File: config.mk
export PLATFORM = sky130hd
export DESIGN_NAME = uart_tx_queue
export DESIGN_NICKNAME = d
export VERILOG_FILES = /design/src/rtl/uart_tx_queue.sv
export SDC_FILE = /design/constraint.sdc
export NUM_CORES = 1
export LEC_CHECK = 0
export ABC_AREA = 0
export ABC_CLOCK_PERIOD_IN_PS = 4000
export BUFFER_PORTS_ARGS = -buffer_cell sky130_fd_sc_hd__clkbuf_2
export CORE_MARGIN = 3
export CORE_UTILIZATION = 40
export CTS_CLUSTER_DIAMETER = 30
export CTS_CLUSTER_SIZE = 24
export DETAILED_ROUTE_END_ITERATION = 16
export GPL_TIMING_DRIVEN = 0
export HOLD_SLACK_MARGIN = 0.12
export PLACE_DENSITY = 0.66
export SETUP_SLACK_MARGIN = 0.02
export SYNTH_ARGS = -nofsm -noshare
export SYNTH_HDL_FRONTEND = slang
export SYNTH_SLANG_ARGS = --single-unit
File: constraint.sdc
create_clock -name clk -period 4 [get_ports clk]
set_input_delay 0.6 -clock clk [delete_from_list [all_inputs] [get_ports clk]]
set_output_delay 0.6 -clock clk [all_outputs]
set_load 0.005 [all_outputs]
File: src/rtl/uart_tx_queue.sv
// Buffered 8N1 UART transmitter: a DEPTH-entry byte FIFO feeding a
// START/DATA/STOP serialiser that sends queued bytes back-to-back, LSB first.
module uart_tx_queue #(
  parameter int CLK_FREQ = 100_000_000,
  parameter int BAUD     = 9600,
  parameter int DEPTH    = 16,
  parameter int ADDR_W   = 4
) (
  input  logic              clk,
  input  logic              rst,
  input  logic              wr_en,
  input  logic [7:0]        wr_data,
  output logic              full,
  output logic              empty,
  output logic [ADDR_W:0]   count,
  output logic              overflow,
  output logic              busy,
  output logic              uart_tx
);

  localparam int BIT_CYC = CLK_FREQ / BAUD;
  localparam int CNT_W   = (BIT_CYC > 1) ? $clog2(BIT_CYC) : 1;

  localparam logic [CNT_W-1:0]  CNT_LAST = CNT_W'(BIT_CYC - 1);
  localparam logic [CNT_W-1:0]  CNT_ONE  = CNT_W'(1);
  localparam logic [ADDR_W-1:0] PTR_ONE  = ADDR_W'(1);
  localparam logic [ADDR_W:0]   LVL_ONE  = (ADDR_W+1)'(1);
  localparam logic [ADDR_W:0]   LVL_FULL = (ADDR_W+1)'(DEPTH);
  localparam logic [ADDR_W:0]   LVL_ZERO = '0;

  typedef enum logic [1:0] {IDLE, START, DATA, STOP} state_t;

  logic [7:0]        mem [DEPTH];
  logic [ADDR_W-1:0] wr_ptr;
  logic [ADDR_W-1:0] rd_ptr;
  logic [ADDR_W:0]   count_next;
  logic              push;
  logic              pop;

  state_t            state;
  logic [CNT_W-1:0]  baud_cnt;
  logic [2:0]        bit_idx;
  logic [7:0]        shift;

  // A push is refused whenever the registered full flag is set, even if the
  // serialiser pops in the same cycle; the serialiser only pops from IDLE.
  assign push = wr_en & ~full;
  assign pop  = (state == IDLE) & ~empty;

  // Next occupancy; simultaneous push and pop cancel out.
  always_comb begin
    count_next = count;
    if (push && !pop)
      count_next = count + LVL_ONE;
    else if (!push && pop)
      count_next = count - LVL_ONE;
  end

  // FIFO storage write; stale contents are harmless because reset clears the pointers.
  always_ff @(posedge clk) begin
    if (push)
      mem[wr_ptr] <= wr_data;
  end

  // FIFO pointers, occupancy and the registered full/empty/overflow flags.
  always_ff @(posedge clk) begin
    if (rst) begin
      wr_ptr   <= '0;
      rd_ptr   <= '0;
      count    <= '0;
      full     <= 1'b0;
      empty    <= 1'b1;
      overflow <= 1'b0;
    end else begin
      if (push)
        wr_ptr <= wr_ptr + PTR_ONE;
      if (pop)
        rd_ptr <= rd_ptr + PTR_ONE;
      count    <= count_next;
      full     <= (count_next == LVL_FULL);
      empty    <= (count_next == LVL_ZERO);
      overflow <= wr_en & full;
    end
  end

  // Serialiser FSM; uart_tx and busy are set together with each transition
  // so the line reflects the new state on the cycle right after the edge.
  always_ff @(posedge clk) begin
    if (rst) begin
      state    <= IDLE;
      baud_cnt <= '0;
      bit_idx  <= '0;
      shift    <= '0;
      uart_tx  <= 1'b1;
      busy     <= 1'b0;
    end else begin
      case (state)
        IDLE: begin
          uart_tx  <= 1'b1;
          busy     <= 1'b0;
          baud_cnt <= '0;
          if (pop) begin
            shift   <= mem[rd_ptr];
            state   <= START;
            uart_tx <= 1'b0;
            busy    <= 1'b1;
          end
        end
        START: begin
          if (baud_cnt == CNT_LAST) begin
            baud_cnt <= '0;
            bit_idx  <= '0;
            state    <= DATA;
            uart_tx  <= shift[0];
          end else begin
            baud_cnt <= baud_cnt + CNT_ONE;
          end
        end
        DATA: begin
          if (baud_cnt == CNT_LAST) begin
            baud_cnt <= '0;
            shift    <= shift >> 1;
            if (bit_idx == 3'd7) begin
              state   <= STOP;
              uart_tx <= 1'b1;
            end else begin
              bit_idx <= bit_idx + 3'd1;
              uart_tx <= shift[1];
            end
          end else begin
            baud_cnt <= baud_cnt + CNT_ONE;
          end
        end
        STOP: begin
          if (baud_cnt == CNT_LAST) begin
            baud_cnt <= '0;
            state    <= IDLE;
            uart_tx  <= 1'b1;
            busy     <= 1'b0;
          end else begin
            baud_cnt <= baud_cnt + CNT_ONE;
          end
        end
        default: begin
          state   <= IDLE;
          uart_tx <= 1'b1;
          busy    <= 1'b0;
        end
      endcase
    end
  end

endmodule

==> results of run 1 <==
[layer usage]
| layer | up-vias | part of all wire, % | global-route usage, % | wire length, um |
|---|---|---|---|---|
| li1 | 1941 | - | - | - |
| met1 | 2058 | 45 | 21.1 | 6440 |
| met2 | 98 | 48 | 23.1 | 6770 |
| met3 | 17 | 5.4 | 3.72 | 771 |
| met4 | 0 | 1.2 | 5.25 | 172 |
| met5 | - | 0 | 0 | 0 |
[worst min-delay path: cells and delay by family]
| kind | cells | cell delay [ps] |
|---|---|---|
| AND/OR/NAND/NOR | 2 | 100 |
| buffers and inverters | 1 | 90 |
[cell usage after synthesis]
master,count
or3_1,1
and2_1,3
nand2_1,40
and3_1,2
nor2b_1,5
a41o_1,1
o21bai_1,1
nor4b_1,2
mux2i_1,21
o21ai_1,2
xnor2_1,6
a21oi_1,20
a32oi_1,2
a211o_1,7
clkbuf_1,8
nor4bb_1,1
mux4_1,3
dlygate4sd1_1,1
edfxtp_1,128
a211oi_1,2
buf_1,1
a311oi_1,1
a2111oi_0,1
buf_4,2
ha_1,15
a21boi_2,1
nand4_1,12
a221oi_1,7
dfxtp_1,49
and4b_1,1
a2bb2oi_1,2
buf_6,3
nand2b_1,12
and2b_1,1
xor2_1,15
buf_2,6
nor2_1,57
a32o_1,1
o21a_1,2
inv_1,9
mux4_2,23
nor3_1,8
o211a_1,1
nand3_1,9
[worst max path at each step]
stage | slack, ps | endpoint | depth (start not counted) | start
after floorplan | 1840 | mem[3][0]$_DFFE_PP_ | 4 | wr_en
after global placement | 1130 | mem[3][5]$_DFFE_PP_ | 5 | wr_en
after detailed placement | 1080 | mem[3][5]$_DFFE_PP_ | 5 | wr_en
after CTS | 1470 | mem[3][5]$_DFFE_PP_ | 4 | full$_SDFF_PP0_
after global routing | 1270 | mem[3][5]$_DFFE_PP_ | 4 | full$_SDFF_PP0_
final | 1530 | mem[3][5]$_DFFE_PP_ | 4 | full$_SDFF_PP0_
[final cells by class]
cell class	count	area share, %
timing repair buffer	20	1.23
tap	225	3.45
clock inverter	13	1.23
sequential	177	59.2
buffer	21	1.49
multi-input combinational	288	27.7
inverter	9	0.414
clock buffer	19	5.31
[sequential cells by signal (all words and copies together) (netlist names), 2 cells and up, named ones only]
| register | flops |
|---|---|
| baud_cnt | 14 |
| bit_idx | 3 |
| count | 5 |
| mem | 128 |
| rd_ptr | 4 |
| shift | 8 |
| state | 2 |
| wr_ptr | 4 |
[logic make-up after synthesis]
| kind of cell | count (synthesis) | share of synthesized area, % |
|---|---|---|
| and+or+nand+nor | 154 | 9.86 |
| DFF | 177 | 66.7 |
| buffers and inverters | 30 | 2.14 |
| AOI/OAI and AO/OA | 51 | 5.03 |
| muxes | 47 | 11.2 |
| adders and majority gates | 15 | 2.59 |
| xor gates and xnor gates | 21 | 2.54 |
[report_power, final]
part,leakage (nW),internal (mW),switching [mW]
sequential,1.56,2.10,0.0989
combinational,0.905,0.472,0.627
clock,0.261,0.805,0.712
[per-stage QoR]
stage	area [um2]	hold WS, ps	util [%]	instances
after global routing	8150	406	46.6	772
after CTS	8150	387	46.6	772
after floorplan	7240	430	-	495
final	8150	398	46.6	772
after detailed placement	7620	455	43.6	740
after global placement	7620	439	43.6	740
==> reports/summary.txt, run 1 <==
drt via density -> 5.33
Worst setup EP type -> flop
postcts setup bufs -> 0
Area Growth Syn to Fin -> 12.6%
Detailed Place HPWL -> 9590 um
Ant. Diodes -> 0
post-DR wirelength/cell -> 18.3 um
setup slack, reg-to-reg -> 1530 ps
Final period util -> 61.8%
Max Cap Viol -> 0
clock-pin slew on the worst setup and hold paths -> 60 ps
Die ar. -> 19700 um2
status -> completed
area of the multi-input gates -> 2260 um2
Ports -> 21
startpoint types -> flop
Power per Cell Area -> 591 nW/um2
Worst Skew -> 8.53 ps
Placeable Area -> 17500 um2
Synth Net Count -> 521
Fin. Hold Viols -> 0
Yosys cell types -> 44
nets -> 560
largest net degree at the start of global routing -> 17
Reg2Reg Depth -> 4
Max stage delay on crit path -> 1010 ps
RSZ-0062 raised after global routing -> no
Max Clk Rate -> 405 MHz
clk buf depth -> 2
reg-to-reg endpoint -> mem[3][5]$_DFFE_PP_
Yosys reg bits -> 177
share of the synthesized area in the top cell type -> 53.1%
Routed Antenna Nets -> 0
# DRC -> 0
# hold bufs at CTS -> 0
PortBufs -> 20
GP Congestion -> 0.780
Syn Area/Cell -> 14.6 um2
vias in the first global route -> 4074
Crit Path Max Fanout -> 10
CP bufs+invs -> 1
GRT Util Overall -> 15.1%
clk root buf -> clkbuf_16
CTS tree -> done
critical path class -> reg -> reg
setup_tns -> 0 ps
ranking of synthesized cells by area -> edfxtp_1, dfxtp_1, mux4_2
CTS HTree Levels -> 4
storage element area -> 4820 um2
first-pass GRT wire length -> 22600 um
Final Max Slew Viols -> 0
first drt pass iteration count -> 5
CP top delay family -> simple AND/OR/NAND/NOR gates
Clock Sinks -> 177
minimum clock period -> 2470 ps
min-delay src -> wr_en
power consumption -> 4.82 mW
initial antenna violation count -> 0
Yosys warning count -> 0
# resized after CTS -> 0
commonest non-fill, non-tap cell in the layout -> edfxtp_1
CP cell instances -> nor2b_1, buf_2, nand2_1, nor3_1
commonest cells after routing, fill and taps aside -> edfxtp_1, nor2_1, dfxtp_1, nand2_1, mux4_2
Hold Path Class -> in -> reg
die width -> 140 um
most area-hungry cell type in the Yosys netlist -> edfxtp_1
Worst EP arrival -> 2510 ps
pre-CTS setup slack -> 1080 ps
Max rail drop VDD -> 0.355 mV
Final setup viols -> 0
Clock Latency Late Sink -> 430 ps
register area share after synthesis -> 66.7%
setup ws final -> 1530 ps
WP data required -> 4040 ps
grt ovf -> 0
slew margin rel. -> 10.6%
share of cells above drive strength 1 -> 15.4%
Mapped Area -> 7240 um2
Slowest cell on crit path -> nor3_1
Tightest Pin Transition -> 1330 ps
Num CTS Buffers -> 17
vias -> 4114
WL final -> 14200 um
post-synthesis cell count -> 495
# rows -> 48
# fillers -> 1486
Hold Path Sink -> overflow$_SDFF_PP0_
WHS Path Cells -> 3
Iteration-0 DRC Markers -> 360
Initial Util -> 41.4%
chip height -> 140 um
origin of the critical flop-to-flop path -> full$_SDFF_PP0_
leak pwr -> 2.72 nW
Power figures use the tool's default switching activity.
==> inputs of run 2 (changes only) <==
--- a/config.mk
+++ b/config.mk
@@ -5,8 +5,8 @@
 export SDC_FILE = /design/constraint.sdc
 export NUM_CORES = 1
 export LEC_CHECK = 0
-export ABC_AREA = 0
-export ABC_CLOCK_PERIOD_IN_PS = 4000
+export ABC_AREA = 1
+export ABC_CLOCK_PERIOD_IN_PS = 2050
 export BUFFER_PORTS_ARGS = -buffer_cell sky130_fd_sc_hd__clkbuf_2
 export CORE_MARGIN = 3
 export CORE_UTILIZATION = 40
@@ -15,7 +15,7 @@
 export DETAILED_ROUTE_END_ITERATION = 16
 export GPL_TIMING_DRIVEN = 0
 export HOLD_SLACK_MARGIN = 0.12
-export PLACE_DENSITY = 0.66
+export PLACE_DENSITY = 0.68
 export SETUP_SLACK_MARGIN = 0.02
 export SYNTH_ARGS = -nofsm -noshare
 export SYNTH_HDL_FRONTEND = slang
==> constraint.sdc (replaced) <==
create_clock -name clk -period 2.05 [get_ports clk]
set_input_delay 0.3075 -clock clk [delete_from_list [all_inputs] [get_ports clk]]
set_output_delay 0.3075 -clock clk [all_outputs]
set_load 0.005 [all_outputs]
==> reports/summary.txt, run 2 <==
Routed Antenna Nets -> 0 (unchanged)
min-delay src -> wr_data[7] (was wr_en)
GRT Util Overall -> 16.4% (was 15.1%)
Worst Skew -> 10.3 ps (was 8.53 ps)
Post-DP Area -> 8320 um2 (was 7620 um2)
final core utilization -> 46.8% (was 46.6%)
CTS HTree Levels -> 4 (unchanged)
# DRC -> 0 (unchanged)
Post-synth top cells -> nand2_1, edfxtp_1, inv_1, nand3_1, nor2_1 (was edfxtp_1, nor2_1, dfxtp_1, nand2_1, mux4_2)
minimum clock period -> 1890 ps (was 2470 ps)
placed cell count -> 1126 (was 740)
chip height -> 146 um (was 140 um)
ranking of synthesized cells by area -> edfxtp_1, dfxtp_1, nand2_1 (was edfxtp_1, dfxtp_1, mux4_2)
Mapped Area -> 7890 um2 (was 7240 um2)
vias -> 5655 (was 4114)
vias in the first global route -> 5401 (was 4074)
Ports -> 21 (unchanged)
startpoint types -> flop (unchanged)
Most flops, register -> mem (unchanged)
reg-to-reg endpoint -> mem[15][6]$_DFFE_PP_ (was mem[3][5]$_DFFE_PP_)
share of cells above drive strength 1 -> 11.3% (was 15.4%)
worst setup path end -> mem[15][6]$_DFFE_PP_ (was mem[3][5]$_DFFE_PP_)
clk root buf -> clkbuf_16 (unchanged)
Iteration-0 DRC Markers -> 448 (was 360)
Placeable Area -> 19000 um2 (was 17500 um2)
post-DR wirelength/cell -> 14.7 um (was 18.3 um)
Clock Latency Late Sink -> 430 ps (about the same)
Async SR Flop Fraction -> 0% (unchanged)
slew margin rel. -> 41.8% (was 10.6%)
Crit Path Max Fanout -> 8 (was 10)
status -> completed (unchanged)
share of the synthesized area in the top cell type -> 48.7% (was 53.1%)
Detailed Place HPWL -> 11800 um (was 9590 um)
postcts setup bufs -> 0 (unchanged)
Yosys reg bits -> 177 (unchanged)
final cell count without fillers -> 1160 (was 772)
drt via density -> 4.88 (was 5.33)
setup_tns -> 0 ps (unchanged)
Syn Area/Cell -> 9.33 um2 (was 14.6 um2)
WP data required -> 2110 ps (was 4040 ps)
Reg2Reg Depth -> 5 (was 4)
Power per Cell Area -> 1200 nW/um2 (was 591 nW/um2)
WL final -> 17100 um (was 14200 um)
Max rail drop VDD -> 0.666 mV (was 0.355 mV)
power consumption -> 10.7 mW (was 4.82 mW)
Final setup viols -> 0 (unchanged)
worst hold slack -> 356 ps (was 398 ps)
Die ar. -> 21400 um2 (was 19700 um2)
PortBufs -> 20 (unchanged)
Fin. Hold Viols -> 0 (unchanged)
storage element area -> 4820 um2 (unchanged)
setup slack, reg-to-reg -> 160 ps (was 1530 ps)
commonest non-fill, non-tap cell in the layout -> nand2_1 (was edfxtp_1)
nets -> 913 (was 560)
pre-CTS setup slack -> -15.1 ps (was 1080 ps)
first drt pass iteration count -> 5 (unchanged)
Num CTS Buffers -> 17 (unchanged)
clock-pin slew on the worst setup and hold paths -> 70 ps (was 60 ps)
number of flip-flops in the largest register -> 128 (unchanged)
Clock Sinks -> 177 (unchanged)
Synth Net Count -> 872 (was 521)
RSZ-0062 raised after global routing -> no (unchanged)
Tightest Pin Transition -> 870 ps (was 1330 ps)
Final Max Slew Viols -> 0 (unchanged)
leak pwr -> 3.64 nW (was 2.72 nW)
initial antenna violation count -> 0 (unchanged)
Yosys warning count -> 0 (unchanged)
most area-hungry cell type in the Yosys netlist -> edfxtp_1 (unchanged)
Max Clk Rate -> 530 MHz (was 405 MHz)
EDFF count, synth -> 128 (unchanged)
post-synthesis cell count -> 846 (was 495)
Area Growth Syn to Fin -> 12.8% (was 12.6%)
CP Launch Point -> full$_SDFF_PP0_ (unchanged)
origin of the critical flop-to-flop path -> full$_SDFF_PP0_ (unchanged)
# fillers -> 1793 (was 1486)
Worst EP arrival -> 1950 ps (was 2510 ps)
Hold Path Class -> in -> reg (unchanged)
register area share after synthesis -> 61.1% (was 66.7%)
biggest regs -> mem (128), baud_cnt (14), shift (8) (unchanged)
Initial Util -> 41.5% (was 41.4%)
die width -> 146 um (was 140 um)
first-pass GRT wire length -> 27600 um (was 22600 um)
# rows -> 50 (was 48)
CTS tree -> done (unchanged)
clk buf depth -> 2 (unchanged)
commonest cells after routing, fill and taps aside -> nand2_1, edfxtp_1, inv_1, nand3_1, nor2_1 (was edfxtp_1, nor2_1, dfxtp_1, nand2_1, mux4_2)
area of the multi-input gates -> 2460 um2 (was 2260 um2)
setup ws final -> 162 ps (was 1530 ps)
final instance area -> 8900 um2 (was 8150 um2)
GP Congestion -> 0.853 (was 0.780)
critical path class -> reg -> reg (unchanged)
Worst setup EP type -> flop (unchanged)
Max Cap Viol -> 0 (unchanged)
most frequent cell after synthesis -> nand2_1 (was edfxtp_1)
Final period util -> 92.1% (was 61.8%)
grt ovf -> 0 (unchanged)
Yosys cell types -> 38 (was 44)
largest net degree at the start of global routing -> 18 (was 17)
Ant. Diodes -> 0 (unchanged)
Post-synth top flop -> edfxtp_1 (unchanged)
-- run 2: what timing repair did --
action,CTS,global route
setup endpoints to repair,0,24
gates resized for setup,0,3
hold buffers,2,0
hold endpoints to repair,2,0
-- run 2: area by class of cell --
type / instances / share of cell area [%]
buffer: 31 / 2.18
clock buffer: 17 / 4.78
clock inverter: 15 / 1.45
inverter: 110 / 4.67
multi-input combinational: 528 / 27.7
sequential: 177 / 54.2
tap: 260 / 3.66
timing repair buffer: 22 / 1.35
-- run 2: cell families after synthesis --
group | after synthesis | synth area share, %
simple gates | 451 | 24.0
flops | 177 | 61.1
buf+inv | 141 | 7.72
compound gates | 56 | 4.08
fa+ha+maj | 15 | 2.38
xor+xnor | 6 | 0.666
-- run 2: layer usage --
layer / global-route usage (%) / vias to the layer above / share of wire (%)
met3: 3.35 / 22 / 4.6
met2: 27.7 / 129 / 50
li1: - / 2828 / -
met1: 21.2 / 2676 / 44
met4: 5.60 / 0 / 2.0
met5: 0 / - / 0
-- run 2: how the worst min path moves through the flow --
| stage | slack [ps] | cells past startpoint | end |
|---|---|---|---|
| 2_1_floorplan | 390 | 1 | busy$_SDFFE_PP0P_ |
| 3_3_place_gp | 430 | 1 | baud_cnt[0]$_SDFF_PP0_ |
| 3_5_place_dp | 440 | 1 | baud_cnt[0]$_SDFF_PP0_ |
| 4_1_cts | 320 | 1 | mem[9][7]$_DFFE_PP_ |
| 5_1_grt | 350 | 1 | mem[9][7]$_DFFE_PP_ |
| 6_report | 360 | 1 | mem[2][7]$_DFFE_PP_ |
-- run 2: power breakdown --
part | switching [mW] | total (mW) | internal [mW] | leakage (nW)
logic | 2.21 | 3.37 | 1.16 | 1.84
registers | 0.169 | 4.26 | 4.09 | 1.56
clock network | 1.45 | 3.03 | 1.59 | 0.252
total | 3.83 | 10.7 | 6.84 | 3.64
-- run 2: critical path: stages (launching register included) --
cell and delay [ps]:
dfxtp_1 370, nor2_8 200, inv_1 110, nor2_1 170
inv_1 110, nor2_1 560
